===== src/rtl/circle_draw_param.sv =====
// Parametrised Bresenham circle rasteriser: outline or filled disc, optional clear-screen pass.
// Pixel outputs are registered from next-cycle values, so they line up with the FSM state.
module circle_draw_param #(
  parameter int SCREEN_W = 160,
  parameter int SCREEN_H = 120,
  parameter int X_W      = 8,
  parameter int Y_W      = 7,
  parameter int R_W      = 8,
  parameter int COL_W    = 3
) (
  input  logic             clk,
  input  logic             rst_n,
  input  logic             start,
  input  logic [X_W-1:0]   centre_x,
  input  logic [Y_W-1:0]   centre_y,
  input  logic [R_W-1:0]   radius,
  input  logic [COL_W-1:0] colour,
  input  logic             fill,
  input  logic             clear,
  output logic             done,
  output logic [X_W-1:0]   vga_x,
  output logic [Y_W-1:0]   vga_y,
  output logic [COL_W-1:0] vga_colour,
  output logic             vga_plot
);
  localparam int XY_W = (X_W > Y_W) ? X_W : Y_W;
  localparam int A_W  = ((XY_W > R_W) ? XY_W : R_W) + 2;
  localparam logic signed [A_W-1:0] ONE_A   = {{(A_W-1){1'b0}}, 1'b1};
  localparam logic signed [A_W-1:0] ZERO_A  = {A_W{1'b0}};
  localparam logic signed [A_W-1:0] SCR_W_A = A_W'(SCREEN_W);
  localparam logic signed [A_W-1:0] SCR_H_A = A_W'(SCREEN_H);
  localparam logic [X_W-1:0] CLR_X_LAST = X_W'(SCREEN_W - 1);
  localparam logic [Y_W-1:0] CLR_Y_LAST = Y_W'(SCREEN_H - 1);

  typedef enum logic [2:0] {
    S_IDLE   = 3'd0,
    S_CLEAR  = 3'd1,
    S_DRAW   = 3'd2,
    S_UPDATE = 3'd3,
    S_DONE   = 3'd4
  } state_t;

  state_t state_r, state_n;
  logic armed_r;
  logic signed [A_W-1:0] cx_r, cx_n, cy_r, cy_n, ox_r, ox_n, oy_r, oy_n;
  logic signed [A_W-1:0] crit_r, crit_n, sx_r, sx_n;
  logic [COL_W-1:0] col_r, col_n;
  logic fill_r, fill_n;
  logic [2:0] phase_r, phase_n;
  logic [X_W-1:0] clr_x_r, clr_x_n;
  logic [Y_W-1:0] clr_y_r, clr_y_n;

  logic accept_s, span_end_s, draw_last_s, clr_last_s, more_s;
  logic signed [A_W-1:0] half_s, nxt_half_s, oy_upd_s, ox_upd_s, crit_upd_s;
  logic signed [A_W-1:0] cx_in_s, cy_in_s, rad_in_s, px_s, py_s;
  logic gen_s, on_s, done_s;
  logic [COL_W-1:0] pcol_s;

  assign cx_in_s  = $signed({{(A_W-X_W){1'b0}}, centre_x});
  assign cy_in_s  = $signed({{(A_W-Y_W){1'b0}}, centre_y});
  assign rad_in_s = $signed({{(A_W-R_W){1'b0}}, radius});

  // Loop-end decode and the Bresenham update step
  always_comb begin
    accept_s   = (state_r == S_IDLE) && start && armed_r;
    half_s     = phase_r[1] ? oy_r : ox_r;
    nxt_half_s = (phase_r[1:0] == 2'd0) ? ox_r : oy_r;
    span_end_s = (sx_r == (cx_r + half_s));
    clr_last_s = (clr_x_r == CLR_X_LAST) && (clr_y_r == CLR_Y_LAST);
    if (fill_r) begin
      draw_last_s = span_end_s && (phase_r[1:0] == 2'd3);
    end else begin
      draw_last_s = (phase_r == 3'd7);
    end
    oy_upd_s = oy_r + ONE_A;
    if (crit_r <= ZERO_A) begin
      ox_upd_s   = ox_r;
      crit_upd_s = crit_r + (oy_upd_s <<< 1) + ONE_A;
    end else begin
      ox_upd_s   = ox_r - ONE_A;
      crit_upd_s = crit_r + ((oy_upd_s - ox_upd_s) <<< 1) + ONE_A;
    end
    more_s = (oy_upd_s <= ox_upd_s);
  end

  // State register
  always_ff @(posedge clk or negedge rst_n) begin
    if (!rst_n) begin
      state_r <= S_IDLE;
    end else begin
      state_r <= state_n;
    end
  end

  // Next-state logic
  always_comb begin
    state_n = state_r;
    case (state_r)
      S_IDLE:   state_n = accept_s ? (clear ? S_CLEAR : S_DRAW) : S_IDLE;
      S_CLEAR:  state_n = clr_last_s ? S_DRAW : S_CLEAR;
      S_DRAW:   state_n = draw_last_s ? S_UPDATE : S_DRAW;
      S_UPDATE: state_n = more_s ? S_DRAW : S_DONE;
      S_DONE:   state_n = start ? S_DONE : S_IDLE;
      default:  state_n = S_IDLE;
    endcase
  end

  // Next values of latched request, Bresenham state and sweep counters
  always_comb begin
    cx_n = cx_r; cy_n = cy_r; col_n = col_r; fill_n = fill_r;
    ox_n = ox_r; oy_n = oy_r; crit_n = crit_r; sx_n = sx_r;
    phase_n = phase_r; clr_x_n = clr_x_r; clr_y_n = clr_y_r;
    case (state_r)
      S_IDLE: begin
        if (accept_s) begin
          cx_n = cx_in_s; cy_n = cy_in_s; col_n = colour; fill_n = fill;
          ox_n = rad_in_s; oy_n = ZERO_A; crit_n = ONE_A - rad_in_s;
          sx_n = cx_in_s - rad_in_s; phase_n = 3'd0;
          clr_x_n = {X_W{1'b0}}; clr_y_n = {Y_W{1'b0}};
        end else begin
          phase_n = phase_r;
        end
      end
      S_CLEAR: begin
        if (clr_y_r == CLR_Y_LAST) begin
          clr_y_n = {Y_W{1'b0}};
          clr_x_n = clr_x_r + {{(X_W-1){1'b0}}, 1'b1};
        end else begin
          clr_y_n = clr_y_r + {{(Y_W-1){1'b0}}, 1'b1};
        end
      end
      S_DRAW: begin
        if (!fill_r) begin
          phase_n = phase_r + 3'd1;
        end else if (span_end_s) begin
          phase_n = phase_r + 3'd1;
          sx_n    = cx_r - nxt_half_s;
        end else begin
          sx_n = sx_r + ONE_A;
        end
      end
      S_UPDATE: begin
        ox_n = ox_upd_s; oy_n = oy_upd_s; crit_n = crit_upd_s;
        sx_n = cx_r - ox_upd_s; phase_n = 3'd0;
      end
      default: phase_n = phase_r;
    endcase
  end

  // Datapath registers
  always_ff @(posedge clk or negedge rst_n) begin
    if (!rst_n) begin
      cx_r <= ZERO_A; cy_r <= ZERO_A; col_r <= {COL_W{1'b0}}; fill_r <= 1'b0;
      ox_r <= ZERO_A; oy_r <= ZERO_A; crit_r <= ZERO_A; sx_r <= ZERO_A;
      phase_r <= 3'd0; clr_x_r <= {X_W{1'b0}}; clr_y_r <= {Y_W{1'b0}};
    end else begin
      cx_r <= cx_n; cy_r <= cy_n; col_r <= col_n; fill_r <= fill_n;
      ox_r <= ox_n; oy_r <= oy_n; crit_r <= crit_n; sx_r <= sx_n;
      phase_r <= phase_n; clr_x_r <= clr_x_n; clr_y_r <= clr_y_n;
    end
  end

  // A request is accepted only after start has been seen low in IDLE
  always_ff @(posedge clk or negedge rst_n) begin
    if (!rst_n) begin
      armed_r <= 1'b0;
    end else if (accept_s) begin
      armed_r <= 1'b0;
    end else if ((state_r == S_IDLE) && !start) begin
      armed_r <= 1'b1;
    end else begin
      armed_r <= armed_r;
    end
  end

  // Output decode from next-cycle state: point generation and clipping
  always_comb begin
    px_s = ZERO_A; py_s = ZERO_A; gen_s = 1'b0; pcol_s = col_n;
    case (state_n)
      S_CLEAR: begin
        px_s   = $signed({{(A_W-X_W){1'b0}}, clr_x_n});
        py_s   = $signed({{(A_W-Y_W){1'b0}}, clr_y_n});
        gen_s  = 1'b1;
        pcol_s = {COL_W{1'b0}};
      end
      S_DRAW: begin
        gen_s = 1'b1;
        if (fill_n) begin
          px_s = sx_n;
          case (phase_n[1:0])
            2'd0:    py_s = cy_n + oy_n;
            2'd1:    py_s = cy_n - oy_n;
            2'd2:    py_s = cy_n + ox_n;
            default: py_s = cy_n - ox_n;
          endcase
        end else begin
          case (phase_n)
            3'd0:    begin px_s = cx_n + ox_n; py_s = cy_n + oy_n; end
            3'd1:    begin px_s = cx_n + oy_n; py_s = cy_n + ox_n; end
            3'd2:    begin px_s = cx_n - ox_n; py_s = cy_n + oy_n; end
            3'd3:    begin px_s = cx_n - oy_n; py_s = cy_n + ox_n; end
            3'd4:    begin px_s = cx_n - ox_n; py_s = cy_n - oy_n; end
            3'd5:    begin px_s = cx_n - oy_n; py_s = cy_n - ox_n; end
            3'd6:    begin px_s = cx_n + ox_n; py_s = cy_n - oy_n; end
            default: begin px_s = cx_n + oy_n; py_s = cy_n - ox_n; end
          endcase
        end
      end
      default: gen_s = 1'b0;
    endcase
    on_s   = gen_s && !px_s[A_W-1] && (px_s < SCR_W_A) && !py_s[A_W-1] && (py_s < SCR_H_A);
    done_s = (state_n == S_DONE);
  end

  // Registered pixel and handshake outputs
  always_ff @(posedge clk or negedge rst_n) begin
    if (!rst_n) begin
      done <= 1'b0; vga_plot <= 1'b0;
      vga_x <= {X_W{1'b0}}; vga_y <= {Y_W{1'b0}}; vga_colour <= {COL_W{1'b0}};
    end else begin
      done       <= done_s;
      vga_plot   <= on_s;
      vga_x      <= on_s ? px_s[X_W-1:0] : {X_W{1'b0}};
      vga_y      <= on_s ? py_s[Y_W-1:0] : {Y_W{1'b0}};
      vga_colour <= on_s ? pcol_s : {COL_W{1'b0}};
    end
  end
endmodule


===== config.mk =====
export PLATFORM = sky130hd
export DESIGN_NAME = circle_draw_param
export DESIGN_NICKNAME = d
export VERILOG_FILES = /design/src/rtl/circle_draw_param.sv
export SDC_FILE = /design/constraint.sdc
export NUM_CORES = 1
export LEC_CHECK = 0
export CORE_MARGIN = 3
export CORE_UTILIZATION = 35
export CTS_BUF_LIST = sky130_fd_sc_hd__clkbuf_4 sky130_fd_sc_hd__clkbuf_8
export CTS_CLUSTER_DIAMETER = 30
export CTS_CLUSTER_SIZE = 12
export DETAILED_ROUTE_END_ITERATION = 8
export REMOVE_ABC_BUFFERS = 1
export SETUP_SLACK_MARGIN = 0.3
export SLEW_MARGIN = 25
export SYNTH_ARGS = -nofsm -noshare
export SYNTH_HDL_FRONTEND = slang
export SYNTH_SLANG_ARGS = --single-unit

===== constraint.sdc =====
create_clock -name clk -period 21.9 [get_ports clk]
set_input_delay 4.38 -clock clk [delete_from_list [all_inputs] [get_ports clk]]
set_output_delay 4.38 -clock clk [all_outputs]
set_load 0.02 [all_outputs]

==> results of run 1 <==
[layer usage]
layer,vias up,part of all wire,global-route usage
met2,416,0.45,0.368
met1,5681,0.46,0.321
li1,5614,-,-
met4,0,0.037,0.0843
met5,-,0,0
met3,86,0.054,0.0200
[registers in the layout, summed over array words and instances (netlist names), 3 cells and up]
signal	flops
sx_r	10
vga_colour	3
clr_y_r	7
vga_x	8
cy_r	10
crit_r	10
col_r	3
ox_r	10
oy_r	10
state_r	3
cx_r	10
vga_y	7
phase_r	3
clr_x_r	8
[stage by stage]
stage	power [W]	cell area (µm²)	setup slack, ns	hold WS, ns	std cells
final	0.000360	13400	11.44	0.491	2008
after global placement	0.000222	13200	11.38	0.461	1991
after detailed placement	0.000222	13200	11.20	0.465	1991
after global routing	0.000373	13400	10.99	0.528	2008
after CTS	0.000365	13400	11.61	0.497	2007
after floorplan	0.000207	11900	10.62	0.434	1472
[cell usage after synthesis, types with 10 or more instances]
cell type | count | area, µm²
dfrtp_1 | 106 | 2650
xnor2_1 | 87 | 762
nor3_1 | 40 | 200
a211oi_1 | 22 | 165
nand2b_1 | 17 | 106
a21o_1 | 31 | 233
nand3_1 | 33 | 165
a22oi_1 | 11 | 82.6
o21bai_1 | 16 | 120
and3_1 | 14 | 87.6
xor2_1 | 43 | 377
buf_1 | 11 | 41.3
o211ai_1 | 18 | 135
o21ai_0 | 105 | 526
inv_1 | 97 | 364
nor2_1 | 130 | 488
o21a_1 | 12 | 90.1
nand2_1 | 147 | 552
nor2b_1 | 20 | 125
o31ai_1 | 10 | 75.1
fa_1 | 12 | 240
a31oi_1 | 21 | 131
ha_1 | 125 | 1560
a21oi_1 | 118 | 591
mux2i_1 | 35 | 350
mux2_2 | 13 | 146
nand4_1 | 10 | 62.6
clkbuf_1 | 65 | 244
nor4_1 | 12 | 75.1
[power groups by stage]
stage / Sequential, W / Clock [W] / Combinational, W
floorplan: 0.000199 / 0 / 0.00000791
global route: 0.000196 / 0.000153 / 0.0000245
CTS: 0.000196 / 0.000147 / 0.0000225
finish: 0.000196 / 0.000142 / 0.0000224
global placement: 0.000199 / 0 / 0.0000223
detailed placement: 0.000199 / 0 / 0.0000223
[cells by family after synthesis]
| group | share of synthesized area |
|---|---|
| fa+ha+maj | 0.148 |
| mux | 0.0429 |
| xor+xnor | 0.0955 |
| simple gates | 0.193 |
| compound gates | 0.247 |
| flops | 0.217 |
| buf+inv | 0.0561 |
[final timing paths]
kind                                       from                  to  slack (ns)  cells after the start
max in group asynchronous                 rst_n   cy_r[9]$_DFF_PN0_       16.91                      2
max                                       start  vga_x[6]$_DFF_PN0_       11.44                     24
max reg2reg                phase_r[1]$_DFF_PN0_  vga_x[6]$_DFF_PN0_       13.00                     29
min reg2reg                  col_r[0]$_DFF_PN0_  col_r[0]$_DFF_PN0_        0.49                      2
min in group asynchronous                 rst_n   sx_r[2]$_DFF_PN0_        3.92                      1
min                          col_r[0]$_DFF_PN0_  col_r[0]$_DFF_PN0_        0.49                      2
[critical path: cells and delay by family]
family	cells	cell delay, ns
AOI/OAI and AO/OA	12	2.61
adders and majority gates	1	0.43
buffers and inverters	4	1.53
muxes	2	0.50
and+or+nand+nor	5	1.28
[layout make-up]
class,count,share of cell area
multi-input cells,1268,0.667
flip-flops and latches,106,0.198
repair buffers,72,0.0496
well taps,448,0.0418
inverters,98,0.0275
clock buffers,9,0.00925
clock inverters,7,0.00682
==> results.py, run 1 <==
metrics = {
    "synthesis": {
        "synth_seq_cells": 106,
        "synth_cell_types": 83,
        "ys_seq_area_frac": 0.217,
        "yosys_warnings": 0,
        "synth_top_flop_cell": "dfrtp_1",
        "synth_async_sr_flop_share": 1.00,
        "synth_edf_count": 0,
        "synth_area_per_cell_um2": 7.86,
        "synth_area_um2": 12200,
        "synth_cells": 1553,
    },
    "routing": {
        "drcViolationCount": 0,
        "viasPerCell": 5.88,
        "drt_iter0_drc": 1214,
        "num_vias": 11797,
        "finalWirelength_um": 42600,
        "wl_per_cell_um": 21.2,
        "drtAntennaViolNets": 0,
        "drt_first_pass_iters": 5,
    },
    "timing": {
        "max_slew_margin": 0.346,
        "period_share": 0.478,
        "max_freq_mhz": 95.6,
        "timing.final.crit_period_ns": 10.46,
        "slew_violations": 0,
        "setup-tns-final_ns": 0,
        "setup_viol": 0,
        "finClkSkew_ns": 0.0175,
        "hold_viol": 0,
        "rsz0062_at_grt": "no",
        "tightest_slew_ns": 0.979,
    },
    "global_routing": {
        "antenna_found_initial": 1,
        "grtUsageTotal": 0.229,
        "grt_pass1_vias": 11181,
        "grt_pass1_wl_um": 65600,
        "grt_start_max_net_pins": 73,
        "grt_overflow_total": 0,
    },
    "floorplanning": {
        "io_pins": 51,
        "start_util": 0.360,
        "dieArea_um2": 37200,
        "num_rows": 67,
        "coreArea_um2": 34000,
        "fp.dieW_um": 193,
        "die_y_um": 193,
    },
    "worst_hold_path": {
        "hold_path.class": "register to register",
    },
    "layout": {
        "layout.nets": 1723,
        "multi_input_area_um2": 8930,
        "seqCellArea_um2": 2650,
        "diodes": 0,
        "mostFrequentLayoutCells": "nand2_1, nor2_1, ha_1, a21oi_1, dfrtp_1",
        "drive_gt1_frac": 0.0500,
        "post-route-util": 0.395,
        "area_delta_synth_final_pct": 9.70,
        "layout_commonest_cell": "nand2_1",
        "fillers": 3531,
    },
    "outcome": {
        "status": "finished clean",
    },
    "pwr": {
        "p_clk_frac": 0.394,
        "sw_frac_of_total": 0.274,
        "power_density_nw_per_um2": 26.9,
        "combPwrFrac": 0.062,
        "intPower_w": 0.000261,
        "ir_drop_mv": 0.0307,
        "seqPwrFrac": 0.544,
        "p_switching_w": 0.0000987,
        "p_leak_nw": 6.08,
    },
    "worst_setup_path": {
        "startpoint_type": "input pin",
        "cp_common_cell": "o21ai_0",
        "end_kind": "register",
        "path_cells": "clkdlybuf4s50_1, nand3b_1, a21o_1, mux2_2, a41o_1, a31oi_4, buf_4, inv_1, mux2i_1, o21ai_0, inv_1, fa_1, nor2b_1, o21ai_0, a21boi_0, o21ai_0, a21boi_0, o21ai_0, nor3b_1, o21ai_0, and4b_1, or4_4, o2111ai_4, o21ba_1",
        "crit_slowest_cell": "clkdlybuf4s50_1",
        "worstSetupPathType": "input pin to register",
        "slowest_delay_ns": 0.57,
        "critical_path_arrival_ns": 10.77,
        "worstPathRequired_ns": 22.21,
        "path_max_fanout": 47,
    },
    "placed_design": {
        "dp_hpwl_um": 33700,
        "gp_congestion": 0.952,
        "io_buffers": 50,
    },
    "clocking": {
        "ctsLongestPathBuffers": 2,
        "clk_pin_slew_ns": 0.13,
        "cts_root_buffer": "clkbuf_8",
        "clock_latency_ns": 0.41,
        "htreeDepth": 3,
        "postCtsSetupBuffers": 0,
        "cts_resized": 0,
        "clock-sinks": 106,
        "cts_hold_buf": 0,
        "cts_tree": "yes",
        "cts_made_buffers": 9,
    },
    "job": {
        "max_cap_viol_count": 0,
    },
}
No activity file was read; power rests on OpenSTA's default activity.
==> run 2: changes to the inputs <==
Clock period 21.9 ns to 8.4 ns, I/O delays scaled along.
==> run 2 against run 1 <==
  * Clock power grew to 2.6 times the previous value
  * Global-route usage down 0.15 points
  * Design area up 0.79%
  * Total power grew to 2.6 times the previous value
==> results.py, run 2 (synthesis results as in run 1) <==
metrics = {
    "outcome": {
        "status": "finished clean",
    },
    "timing": {
        "max_slew_margin": 0.347,
        "setup_viol": 0,
        "tightest_slew_ns": 0.955,
        "period_share": 0.892,
        "finClkSkew_ns": 0.0238,
        "slew_violations": 0,
        "rsz0062_at_grt": "no",
        "hold_viol": 0,
        "max_freq_mhz": 133,
        "timing.final.crit_period_ns": 7.49,
        "setup-tns-final_ns": 0,
    },
    "placed_design": {
        "gp_congestion": 0.957,
        "dp_hpwl_um": 33300,
        "io_buffers": 50,
        "place_area_um2": 13300,
    },
    "worst_hold_path": {
        "hold_path_depth": 2,
        "hold_end": "col_r[0]$_DFF_PN0_",
        "min_from": "col_r[0]$_DFF_PN0_",
        "hold_path.class": "register to register",
    },
    "worst_setup_path": {
        "worstReg2RegStart": "phase_r[1]$_DFF_PN0_",
        "ff2ff_path_depth": 28,
        "critical_path_arrival_ns": 7.79,
        "r2r_setup_slack_ns": 0.91,
        "worstPathRequired_ns": 8.70,
        "crit_family": "compound AO/OA/AOI/OAI gates",
        "path_buf_inv": 4,
        "crit_slowest_cell": "dfrtp_2",
        "path_depth": 28,
        "cp_common_cell": "o21ai_0",
        "r2r_end": "vga_x[6]$_DFF_PN0_",
        "worstSetupPathType": "register to register",
        "cp-startpoint": "phase_r[1]$_DFF_PN0_",
        "end_kind": "register",
        "startpoint_type": "register",
        "path_max_fanout": 19,
        "slowest_delay_ns": 0.56,
    },
    "global_routing": {
        "grtUsageTotal": 0.228,
        "antenna_found_initial": 1,
        "grt_overflow_total": 0,
        "grt_pass1_wl_um": 65500,
        "grt_pass1_vias": 11458,
        "grt_start_max_net_pins": 77,
    },
    "layout": {
        "mostFrequentLayoutCells": "nand2_1, nor2_1, ha_1, a21oi_1",
        "diodes": 0,
        "finalInstanceArea_um2": 13500,
        "layout.nets": 1737,
        "area_delta_synth_final_pct": 10.6,
        "post-route-util": 0.398,
        "fillers": 3524,
        "drive_gt1_frac": 0.0584,
        "layout_commonest_cell": "nand2_1",
    },
    "floorplanning": {
        "fp.dieW_um": 193,
        "coreArea_um2": 34000,
        "io_pins": 51,
        "num_rows": 67,
        "dieArea_um2": 37200,
        "die_y_um": 193,
        "start_util": 0.360,
    },
    "routing": {
        "wl_per_cell_um": 21.0,
        "drt_iter0_drc": 1108,
        "finalWirelength_um": 42400,
        "drtAntennaViolNets": 0,
        "drt_first_pass_iters": 5,
        "viasPerCell": 5.91,
        "num_vias": 11941,
        "drcViolationCount": 0,
    },
    "clocking": {
        "clock-sinks": 106,
        "clk_pin_slew_ns": 0.13,
        "clock_latency_ns": 0.41,
        "htreeDepth": 3,
        "cts_made_buffers": 9,
        "cts_root_buffer": "clkbuf_8",
        "cts_tree": "yes",
        "ctsLongestPathBuffers": 2,
    },
    "pwr": {
        "p_leak_nw": 6.15,
        "ir_drop_mv": 0.0785,
        "power_density_nw_per_um2": 69.1,
    },
    "job": {
        "max_cap_viol_count": 0,
    },
}
run 2: layout make-up:
| cell class | count | area (µm²) | share of cell area |
|---|---|---|---|
| sequential | 106 | 2650 | 0.197 |
| tap | 448 | 561 | 0.0415 |
| multi-input combinational | 1268 | 8940 | 0.662 |
| clock inverter | 7 | 83.8 | 0.00621 |
| clock buffer | 9 | 124 | 0.00917 |
| timing repair buffer | 86 | 776 | 0.0575 |
| inverter | 98 | 368 | 0.0272 |
run 2: how the worst max path moves through the flow:
stage,slack [ns],end
after global routing,0.34,vga_x[6]$_DFF_PN0_
after CTS,0.60,vga_x[6]$_DFF_PN0_
after global placement,0.85,vga_x[6]$_DFF_PN0_
final,0.91,vga_x[6]$_DFF_PN0_
after floorplan,-0.88,vga_x[6]$_DFF_PN0_
after detailed placement,0.67,vga_x[6]$_DFF_PN0_
run 2: layer usage:
layer | vias to the layer above | part of all wire | global-route usage
met4 | 0 | 0.043 | 0.0902
li1 | 5622 | - | -
met5 | - | 0 | 0
met3 | 89 | 0.066 | 0.0343
met2 | 480 | 0.45 | 0.366
met1 | 5750 | 0.44 | 0.307
run 2: through the flow:
step	worst slack (ns)	std cells	hold WS, ns	total power (W)
2_1_floorplan	-0.879	1472	0.434	0.000541
3_3_place_gp	0.853	2006	0.466	0.000577
3_5_place_dp	0.674	2006	0.465	0.000577
4_1_cts	0.600	2022	0.495	0.000942
5_1_grt	0.341	2022	0.525	0.000959
6_report	0.908	2022	0.496	0.000933
run 2: timing repair:
item	in CTS	in global routing
hold endpoints to repair	0	0
gates resized for setup	0	4
hold buffers	0	0
setup endpoints to repair	0	19
setup buffers	0	0
run 2: worst reg2reg max path: cells and delay by family, from the launching register on:
family                   cells  cell delay, ns
AO/OA/AOI/OAI               14            3.34
adder cells (fa/ha/maj)      3            1.09
buffers and inverters        4            0.70
flip-flops                   1            0.56
multiplexers                 1            0.20
AND/OR/NAND/NOR              6            1.52
run 2: where the power goes:
group	internal, W	switching [W]
clock network	0.000145	0.000221
registers	0.000510	0
logic	0.0000236	0.0000334
